$ cat src/rtl/calc_in_unit.sv
// calc_in_unit: decimal operand entry for the 8-bit calculator.
// Collects up to three digits plus sign and issues a two's-complement operand.
module calc_in_unit (
    input  logic       CLK,
    input  logic       Reset,
    input  logic       KeyValid,
    input  logic [3:0] KeyCode,
    output logic [7:0] EntryValue,
    output logic       EntryValid,
    output logic       Neg,
    output logic       Err,
    output logic [3:0] Ones,
    output logic [3:0] Tens,
    output logic [1:0] Hundreds
);

    typedef enum logic [1:0] {
        IDLE,
        ENTRY,
        DONE,
        ERROR
    } state_t;

    state_t      state, state_n;
    logic        kv_q;
    logic [7:0]  mag, mag_n;
    logic [1:0]  cnt, cnt_n;
    logic [3:0]  ones_n, tens_n;
    logic [1:0]  hund_n;
    logic        neg_n, err_n, vld_n;
    logic [7:0]  val_n;

    logic        ev, dig, sgn, clr, ent;
    logic [10:0] prod;
    logic        ovf;
    logic [7:0]  sval;

    assign ev   = KeyValid & ~kv_q;
    assign dig  = ev && (KeyCode <= 4'd9);
    assign sgn  = ev && (KeyCode == 4'd10);
    assign clr  = ev && (KeyCode == 4'd11);
    assign ent  = ev && (KeyCode == 4'd12);
    assign prod = 11'(mag) * 11'd10 + 11'(KeyCode);
    assign ovf  = prod > 11'd127;
    assign sval = Neg ? (~mag + 8'd1) : mag;

    always_comb begin
        state_n = state;
        mag_n   = mag;
        cnt_n   = cnt;
        ones_n  = Ones;
        tens_n  = Tens;
        hund_n  = Hundreds;
        neg_n   = Neg;
        err_n   = Err;
        val_n   = EntryValue;
        vld_n   = 1'b0;
        unique case (state)
            IDLE, DONE: begin
                unique case (1'b1)
                    dig: begin
                        // A digit after DONE starts over from a blank entry
                        if (state == DONE) begin
                            mag_n   = 8'd0;
                            cnt_n   = 2'd0;
                            ones_n  = 4'd0;
                            tens_n  = 4'd0;
                            hund_n  = 2'd0;
                            neg_n   = 1'b0;
                            state_n = IDLE;
                        end
                        if (KeyCode != 4'd0) begin
                            mag_n   = {4'd0, KeyCode};
                            cnt_n   = 2'd1;
                            ones_n  = KeyCode;
                            tens_n  = 4'd0;
                            hund_n  = 2'd0;
                            state_n = ENTRY;
                        end
                    end
                    sgn: neg_n = ~Neg;
                    clr: begin
                        mag_n   = 8'd0;
                        cnt_n   = 2'd0;
                        ones_n  = 4'd0;
                        tens_n  = 4'd0;
                        hund_n  = 2'd0;
                        neg_n   = 1'b0;
                        state_n = IDLE;
                    end
                    ent: begin
                        if (state == IDLE) begin
                            val_n = 8'd0;
                            neg_n = 1'b0;
                        end else begin
                            val_n = sval;
                        end
                        vld_n   = 1'b1;
                        state_n = DONE;
                    end
                    default: ;
                endcase
            end
            ENTRY: begin
                unique case (1'b1)
                    dig: begin
                        if (cnt != 2'd3) begin
                            if (ovf) begin
                                err_n   = 1'b1;
                                state_n = ERROR;
                            end else begin
                                mag_n  = prod[7:0];
                                hund_n = Tens[1:0];
                                tens_n = Ones;
                                ones_n = KeyCode;
                                cnt_n  = cnt + 2'd1;
                            end
                        end
                    end
                    sgn: neg_n = ~Neg;
                    clr: begin
                        mag_n   = 8'd0;
                        cnt_n   = 2'd0;
                        ones_n  = 4'd0;
                        tens_n  = 4'd0;
                        hund_n  = 2'd0;
                        neg_n   = 1'b0;
                        state_n = IDLE;
                    end
                    ent: begin
                        val_n   = sval;
                        vld_n   = 1'b1;
                        state_n = DONE;
                    end
                    default: ;
                endcase
            end
            ERROR: begin
                if (clr) begin
                    mag_n   = 8'd0;
                    cnt_n   = 2'd0;
                    ones_n  = 4'd0;
                    tens_n  = 4'd0;
                    hund_n  = 2'd0;
                    neg_n   = 1'b0;
                    err_n   = 1'b0;
                    state_n = IDLE;
                end
            end
            default: state_n = IDLE;
        endcase
    end

    always_ff @(posedge CLK or posedge Reset) begin
        if (Reset) begin
            state      <= IDLE;
            kv_q       <= 1'b0;
            mag        <= 8'd0;
            cnt        <= 2'd0;
            Ones       <= 4'd0;
            Tens       <= 4'd0;
            Hundreds   <= 2'd0;
            Neg        <= 1'b0;
            Err        <= 1'b0;
            EntryValue <= 8'd0;
            EntryValid <= 1'b0;
        end else begin
            state      <= state_n;
            kv_q       <= KeyValid;
            mag        <= mag_n;
            cnt        <= cnt_n;
            Ones       <= ones_n;
            Tens       <= tens_n;
            Hundreds   <= hund_n;
            Neg        <= neg_n;
            Err        <= err_n;
            EntryValue <= val_n;
            EntryValid <= vld_n;
        end
    end

endmodule

$ cat config.mk
export PLATFORM = sky130hd
export DESIGN_NAME = calc_in_unit
export DESIGN_NICKNAME = d
export VERILOG_FILES = /design/src/rtl/calc_in_unit.sv
export SDC_FILE = /design/constraint.sdc
export NUM_CORES = 1
export LEC_CHECK = 0
export ABC_AREA = 1
export CORE_UTILIZATION = 60
export DETAILED_ROUTE_END_ITERATION = 10
export PLACE_DENSITY = 0.84
export SLEW_MARGIN = 20
export SYNTH_ARGS = -nofsm -noshare
export SYNTH_HDL_FRONTEND = slang
export SYNTH_SLANG_ARGS = --single-unit
$ cat constraint.sdc
create_clock -name CLK -period 9.3 [get_ports CLK]
set_clock_uncertainty 0.1 [all_clocks]
set_input_delay 1.395 -clock CLK [delete_from_list [all_inputs] [get_ports CLK]]
set_output_delay 1.395 -clock CLK [all_outputs]
set_load 0.1 [all_outputs]
==> results of run 1 <==
final cells by class:
| type | count | area, um2 | share of cell area (%) |
|---|---|---|---|
| clock buffer | 7 | 86.3 | 2.93 |
| tap | 50 | 62.6 | 2.13 |
| sequential | 33 | 826 | 28.1 |
| clock inverter | 1 | 30.0 | 1.02 |
| inverter | 37 | 139 | 4.72 |
| multi-input combinational | 261 | 1510 | 51.4 |
| timing repair buffer | 29 | 285 | 9.69 |
worst min-delay path, delay by kind of cell, from the launching register on:
| kind | cells | cell delay (ns) |
|---|---|---|
| DFF | 1 | 0.34 |
| and+or+nand+nor | 2 | 0.10 |
cells by family after synthesis:
kind of cell	synth area share [%]
compound gates	8.22
fa+ha+maj	9.83
simple gates	38.8
xor+xnor	2.04
flops	32.1
buf+inv	9.00
layer usage:
| layer | track usage, % | up-vias |
|---|---|---|
| met5 | 0 | - |
| li1 | - | 1161 |
| met3 | 4.39 | 15 |
| met2 | 43.8 | 66 |
| met1 | 37.2 | 1056 |
| met4 | 14.1 | 0 |
power by group through the flow:
stage | Combinational (mW) | Clock, mW | Sequential, mW
2_1_floorplan | 0.385 | 0 | 0.451
6_report | 0.730 | 0.139 | 0.253
4_1_cts | 0.729 | 0.141 | 0.253
3_3_place_gp | 0.711 | 0 | 0.253
3_5_place_dp | 0.726 | 0 | 0.255
5_1_grt | 0.794 | 0.148 | 0.260
final timing paths:
| path | from | endpoint | slack (ns) | depth (start not counted) |
|---|---|---|---|---|
| min in group asynchronous | Reset | EntryValue[4] | 1.40 | 3 |
| max in group asynchronous | Reset | Hundreds[1] | 7.40 | 3 |
| setup reg to reg | mag[3] | Ones[1] | 5.94 | 16 |
| hold reg to reg | Tens[2] | Tens[2] | 0.38 | 2 |
| setup / recovery | KeyCode[1] | Ones[1] | 5.38 | 15 |
| hold / removal | Tens[2] | Tens[2] | 0.38 | 2 |
cell usage in the layout, fill, tap and decap left out, drive strengths merged, types with 4 or more instances in the layout:
cell type        n
nand3           34
clkdlybuf4s50   27
clkbuf           7
inv             37
nor2            28
o21ai           15
nand3b           8
xor2             4
nand2          120
dfrtp           33
nand4            8
ha              17
nor3             6
a21oi            8
metrics by stage:
step	hold slack (ns)	std cells
after CTS	0.375	418
after global routing	0.405	418
after floorplan	0.346	340
after global placement	0.358	410
final	0.376	418
after detailed placement	0.359	410
sequential cells by signal, summed over array words and instances (netlist names):
name        count
EntryValid      1
EntryValue      8
Err             1
Hundreds        2
Neg             1
Ones            4
Tens            4
cnt             2
kv_q            1
mag             7
state           2
==> qor.tcl, run 1 <==
set qor(cts_num_sinks) 33
set qor(drv_slew) 0
set qor(numPortBuffers) 27
set qor(routed_wirelength_um) 5560
set qor(critPathMaxStageDelay_ns) 0.51
set qor(critical_path.most_common_cell) {sky130_fd_sc_hd__nand2_1}
set qor(cts_hold_buffers) 0
set qor(fin_area_um2) 2940
set qor(synth_common_cells) {110 x sky130_fd_sc_hd__nand2_1, 33 x sky130_fd_sc_hd__dfrtp_1, 31 x sky130_fd_sc_hd__inv_1}
set qor(drtPass1Iterations) 4
set qor(fillerInstances) 336
set qor(synth_top_cell_by_area) {sky130_fd_sc_hd__dfrtp_1}
set qor(ir_worst_vdd_mv) 0.313
set qor(h_tree_level_count) 2
set qor(number_of_warnings_reported_in_the_yosys_synthesis_log) 0
set qor(synth_flop_cell) {sky130_fd_sc_hd__dfrtp_1}
set qor(power_frac_seq_pct) 22.5
set qor(ys_top_cells_by_area) {sky130_fd_sc_hd__dfrtp_1 32%, sky130_fd_sc_hd__nand2_1 16%, sky130_fd_sc_hd__ha_1 8.3%}
set qor(status) {finished clean}
set qor(antenna_left) 0
set qor(post_synth_inst_count) 340
set qor(p_clk_share_pct) 12.4
set qor(hpwlAfterDp_um) 4240
set qor(via_per_inst) 5.50
set qor(unrepaired_setup_endpoints_after_global_routing) {false}
set qor(ctsRootBufferMaster) {sky130_fd_sc_hd__clkbuf_8}
set qor(cpLargestDelayFamily) {simple AND/OR/NAND/NOR gates}
set qor(detailed_place.area_um2) 2830
set qor(areaGrowthSynthToFinish_pct) 14.5
set qor(dr_total_vias) 2298
set qor(diodes) 0
set qor(clock_tree_from_tritoncts) {built}
set qor(clock_path_buffers) 2
set qor(worst_pin_slew_ns) 0.973
set qor(die_height_um) 67.5
set qor(crit_slowest_cell) {sky130_fd_sc_hd__clkdlybuf4s50_1}
set qor(cp-start-kind) {primary input}
set qor(drcViolationCount) 0
set qor(grt_antenna_before_repair) 0
set qor(path_class) {in -> reg}
set qor(synth.most_common_cell) {sky130_fd_sc_hd__nand2_1}
set qor(critical_path.max_fanout) 20
set qor(met2RoutedLength_um) 2530
set qor(report.power.total_mw) 1.12
set qor(num_io_pins) 28
set qor(swShare_pct) 55.9
set qor(timing.critical_path.required_ns) 9.38
set qor(hold_viol) 0
set qor(rows) 23
set qor(layout.core_utilization_pct) 72.5
set qor(detailroute.wirelength.met3_um) 267
set qor(cts.clk_slew.worst_paths_ns) 0.06
set qor(detail_route.wirelength.met1_um) 2640
set qor(finalSetupTns_ns) 0
set qor(avgRoutedWirePerCell_um) 13.3
set qor(post_cts.repair.setup_buffers) 0
set qor(path_buf_inv) 1
set qor(final_min_period_over_clock_period_pct) 42.2
set qor(worst_slew_margin_pct) 34.9
set qor(grt.overflow.total) 0
set qor(finalNetCount) 393
set qor(route.top_layer_used) {met4}
set qor(syn_nets) 366
set qor(async_reset_ff_share_pct) 100
set qor(post_synth_instance_area_um2) 2570
set qor(grt_pass1_vias) 2153
set qor(finalSetupViolCount) 0
set qor(power_leakage_nw) 1.51
set qor(internal-power_mw) 0.495
set qor(gr-usage-all-layers_pct) 28.0
set qor(core-area_um2) 4060
set qor(min-delay-path-class) {reg -> reg}
set qor(postLayoutSetupSlackWorst_ns) 5.38
set qor(cp_arrival_ns) 4.00
set qor(timing.critical_path.cells) {clkdlybuf4s50_1 -> ha_1 -> fa_1 -> nand3_1 -> nand2_1 -> nand3_2 -> nand3_1 -> nand2_1 -> nand3_2 -> a21oi_4 -> nand2_2 -> nand2_4 -> nand2_4 -> nand2_1 -> nand2_1}
set qor(grt_pass1_wl_um) 9470
set qor(grt_start_max_net_pins) 34
set qor(syn_avg_cell_area_um2) 7.56
set qor(place_worst_setup_slack_ns) 5.09
set qor(synth_top_area_share_pct) 32.1
set qor(number_of_synthesized_flops_with_an_enable_pin) 0
set qor(max_clock_freq_mhz) 255
set qor(ctsResizeCount) 0
set qor(timing.final.crit_period_ns) 3.92
set qor(synth_cell_type_count) 36
set qor(share_comb_of_total_power_pct) 65.0
set qor(net-switching-power_mw) 0.627
set qor(worstSkewPairLatency_ns) 0.29
set qor(starting_density_pct) 63.4
set qor(power_density_nw_per_um2) 381
set qor(timing.critical_path.to_type) {flip-flop}
set qor(die_x_um) 67.5
set qor(drt_first_iter_violations) 140
set qor(cts_inserted_buffers) 5
set qor(sequential_element_share_of_the_synthesized_area_pct) 32.1
set qor(globalplace.congestion) 0.904
set qor(fraction_of_final_layout_cells_with_drive_strength_greater_than_1_pct) 13.6
set qor(drv.max_cap_violation_count) 0
set qor(synth.ff_latch_count) 33
set qor(design.die.area_um2) 4550
(Power assumes the default switching activity.)
==> inputs of run 2 (changes only) <==
--- a/config.mk
+++ b/config.mk
@@ -6,9 +6,9 @@
 export NUM_CORES = 1
 export LEC_CHECK = 0
 export ABC_AREA = 1
-export CORE_UTILIZATION = 60
+export CORE_UTILIZATION = 51
 export DETAILED_ROUTE_END_ITERATION = 10
-export PLACE_DENSITY = 0.84
+export PLACE_DENSITY = 0.76
 export SLEW_MARGIN = 20
 export SYNTH_ARGS = -nofsm -noshare
 export SYNTH_HDL_FRONTEND = slang
==> constraint.sdc (replaced) <==
create_clock -name CLK -period 3.4 [get_ports CLK]
set_clock_uncertainty 0.1 [all_clocks]
set_input_delay 0.51 -clock CLK [delete_from_list [all_inputs] [get_ports CLK]]
set_output_delay 0.51 -clock CLK [all_outputs]
set_load 0.1 [all_outputs]
==> qor.tcl, run 2 (same netlist as run 1, synthesis figures left out) <==
set qor(status) {finished clean}
set qor(met2RoutedLength_um) 2490 ;# -1.6%
set qor(critical_path.reg2reg.endpoint) {mag[4]}
set qor(worstSkewPairLatency_ns) 0.29 ;# about the same
set qor(cts_inserted_buffers) 5 ;# unchanged
set qor(clock_path_buffers) 2 ;# unchanged
set qor(core-area_um2) 4790 ;# +18%
set qor(clock_tree_from_tritoncts) {built}
set qor(antenna_left) 0 ;# unchanged
set qor(post_cts.repair.setup_buffers) 0 ;# unchanged
set qor(layout.core_utilization_pct) 62.7 ;# -9.9 points
set qor(detailroute.wirelength.met3_um) 215 ;# -19%
set qor(worst_flop_to_flop_path_startpoint) {mag[1]}
set qor(net-switching-power_mw) 1.73 ;# +180%
set qor(h_tree_level_count) 2 ;# unchanged
set qor(final_cell_mix) {110 x sky130_fd_sc_hd__nand2_1, 33 x sky130_fd_sc_hd__dfrtp_1, 31 x sky130_fd_sc_hd__inv_1}
set qor(cts_num_sinks) 33 ;# unchanged
set qor(finalSetupTns_ns) 0 ;# unchanged
set qor(drt_first_iter_violations) 113 ;# -19%
set qor(min-delay-path-class) {reg -> reg}
set qor(share_comb_of_total_power_pct) 65.8 ;# +0.8 points
set qor(critical_path.max_fanout) 16 ;# -20%
set qor(grt_start_max_net_pins) 19 ;# -44%
set qor(num_io_pins) 28 ;# unchanged
set qor(internal-power_mw) 1.36 ;# +180%
set qor(detail_route.wirelength.met1_um) 2670 ;# +1.1%
set qor(drv.max_cap_violation_count) 0 ;# unchanged
set qor(finalSetupViolCount) 0 ;# unchanged
set qor(diodes) 0 ;# unchanged
set qor(most_common_cell_after_layout_fill_and_taps_aside) {sky130_fd_sc_hd__nand2_1}
set qor(grt.overflow.total) 0 ;# unchanged
set qor(timing.critical_path.to_type) {flip-flop}
set qor(drcViolationCount) 0 ;# unchanged
set qor(areaGrowthSynthToFinish_pct) 16.6
set qor(dr_total_vias) 2285 ;# -0.57%
set qor(routed_wirelength_um) 5470 ;# -1.6%
set qor(worst_slew_margin_pct) 35.3 ;# +0.38 points
set qor(timing.final.crit_period_ns) 3.16
set qor(gr-usage-all-layers_pct) 23.1 ;# -4.9 points
set qor(numPortBuffers) 27 ;# unchanged
set qor(power_leakage_nw) 1.52 ;# +0.74%
set qor(design.die.area_um2) 5330 ;# +17%
set qor(postLayoutSetupSlackWorst_ns) 0.239 ;# -5.14 ns
set qor(grt_pass1_wl_um) 9570 ;# +1.0%
set qor(power_frac_seq_pct) 21.9 ;# -0.6 points
set qor(avgRoutedWirePerCell_um) 12.5 ;# -6.1%
set qor(grt_pass1_vias) 2127 ;# -1.2%
set qor(cp_arrival_ns) 3.24 ;# -0.76 ns
set qor(grt_antenna_before_repair) 0 ;# unchanged
set qor(cts_hold_buffers) 0 ;# unchanged
set qor(final_min_period_over_clock_period_pct) 93.0
set qor(top_regs) {EntryValue x8, mag x7}
set qor(swShare_pct) 55.9 ;# about the same
set qor(report.power.total_mw) 3.09 ;# +180%
set qor(drv_slew) 0 ;# unchanged
set qor(min_from) {Hundreds[1]}
set qor(ctsRootBufferMaster) {sky130_fd_sc_hd__clkbuf_8}
set qor(fraction_of_final_layout_cells_with_drive_strength_greater_than_1_pct) 14.8 ;# +1.2 points
set qor(globalplace.congestion) 0.856 ;# -5.3%
set qor(drtPass1Iterations) 4 ;# unchanged
set qor(max_clock_freq_mhz) 316
set qor(starting_density_pct) 53.7 ;# -9.6 points
set qor(cts.clk_slew.worst_paths_ns) 0.07 ;# about the same
set qor(ir_worst_vdd_mv) 0.673 ;# +120%
set qor(route.top_layer_used) {met4}
set qor(via_per_inst) 5.22 ;# -5.1%
set qor(setup.reg_to_reg.worst_slack_ns) 0.24 ;# -5.70 ns
set qor(worst_pin_slew_ns) 0.968 ;# -0.00575 ns
set qor(place_worst_setup_slack_ns) 0.0953 ;# -4.99 ns
set qor(hpwlAfterDp_um) 4260 ;# +0.39%
set qor(timing.critical_path.required_ns) 3.48 ;# -5.90 ns
set qor(hold_viol) 0 ;# unchanged
set qor(largest_register_ff_count) 8 ;# unchanged
set qor(die_height_um) 73.0 ;# +8.2%
set qor(path_class) {reg -> reg}
set qor(ctsResizeCount) 0 ;# unchanged
set qor(rows) 25 ;# +8.7%
set qor(cp-start-kind) {flip-flop}
set qor(die_x_um) 73.0 ;# +8.2%
set qor(fillerInstances) 427 ;# +27%
set qor(hold_path_depth) 2 ;# unchanged
set qor(finalNetCount) 396 ;# +0.76%
set qor(power_density_nw_per_um2) 1030 ;# +170%
set qor(max_flop_register) {EntryValue}
set qor(worst_r2r_path_depth) 17 ;# +1
set qor(p_clk_share_pct) 12.4 ;# about the same
set qor(hold_end) {Hundreds[1]}
run 2: cell count changes in the layout (fill, tap and decap cells not counted), sizes merged:
cell | before | now
buf | 2 | 7
clkdlybuf4s50 | 27 | 25
run 2: worst max-delay path by stage:
| stage | slack (ns) | to | startpoint | cells past startpoint |
|---|---|---|---|---|
| 6_report | 0.24 | mag[4] | mag[1] | 17 |
| 2_1_floorplan | 0.46 | Ones[2] | mag[1] | 18 |
| 3_3_place_gp | 0.13 | mag[5] | KeyCode[1] | 15 |
| 5_1_grt | -0.002 | Tens[3] | mag[1] | 16 |
| 4_1_cts | 0.14 | Ones[1] | mag[1] | 18 |
| 3_5_place_dp | 0.1 | Ones[1] | KeyCode[1] | 15 |
run 2: power groups by stage:
stage	sequential, mW	combinational, mW	clock, mW
floorplan	1.23	1.05	0
global placement	0.679	1.98	0
detailed placement	0.682	2.01	0
CTS	0.676	2.02	0.390
global route	0.699	2.21	0.406
finish	0.677	2.03	0.382
run 2: final cells by class:
type,count,area (um2),share of cell area (%)
well taps,67,83.8,2.80
flip-flops and latches,33,826,27.5
clock inverters,1,30.0,1.00
clock buffers,7,86.3,2.88
inverters,37,139,4.63
multi-input cells,261,1530,51.1
repair buffers,32,303,10.1
run 2: worst max-delay path, cell delays in order, from the launching register on:
cell and delay [ns]:
sky130_fd_sc_hd__dfrtp_1 0.44, sky130_fd_sc_hd__ha_1 0.32, sky130_fd_sc_hd__ha_1 0.25, sky130_fd_sc_hd__fa_1 0.57, sky130_fd_sc_hd__nand2_1 0.09, sky130_fd_sc_hd__nor2_1 0.09, sky130_fd_sc_hd__nand2_1 0.08, sky130_fd_sc_hd__nand2_1 0.08
sky130_fd_sc_hd__nand2_1 0.05, sky130_fd_sc_hd__nor2_1 0.14, sky130_fd_sc_hd__nor2_1 0.05, sky130_fd_sc_hd__nor2_1 0.17, sky130_fd_sc_hd__a21oi_4 0.06, sky130_fd_sc_hd__nand2_2 0.12, sky130_fd_sc_hd__nand2_8 0.12, sky130_fd_sc_hd__buf_4 0.20
sky130_fd_sc_hd__nand3_2 0.05, sky130_fd_sc_hd__nand2_1 0.05
run 2: per-layer routing:
layer / up-vias / GRT usage, %
met5: - / 0
met4: 0 / 8.28
met3: 12 / 2.90
met2: 56 / 37.1
met1: 1045 / 31.8
li1: 1172 / -
run 2: stage by stage:
stage	instance area (um2)	hold WS, ns	instances
after global placement	2870	0.358	430
after CTS	2980	0.382	438
after floorplan	2570	0.346	340
final	3000	0.379	438
after detailed placement	2870	0.362	430
after global routing	3000	0.400	438
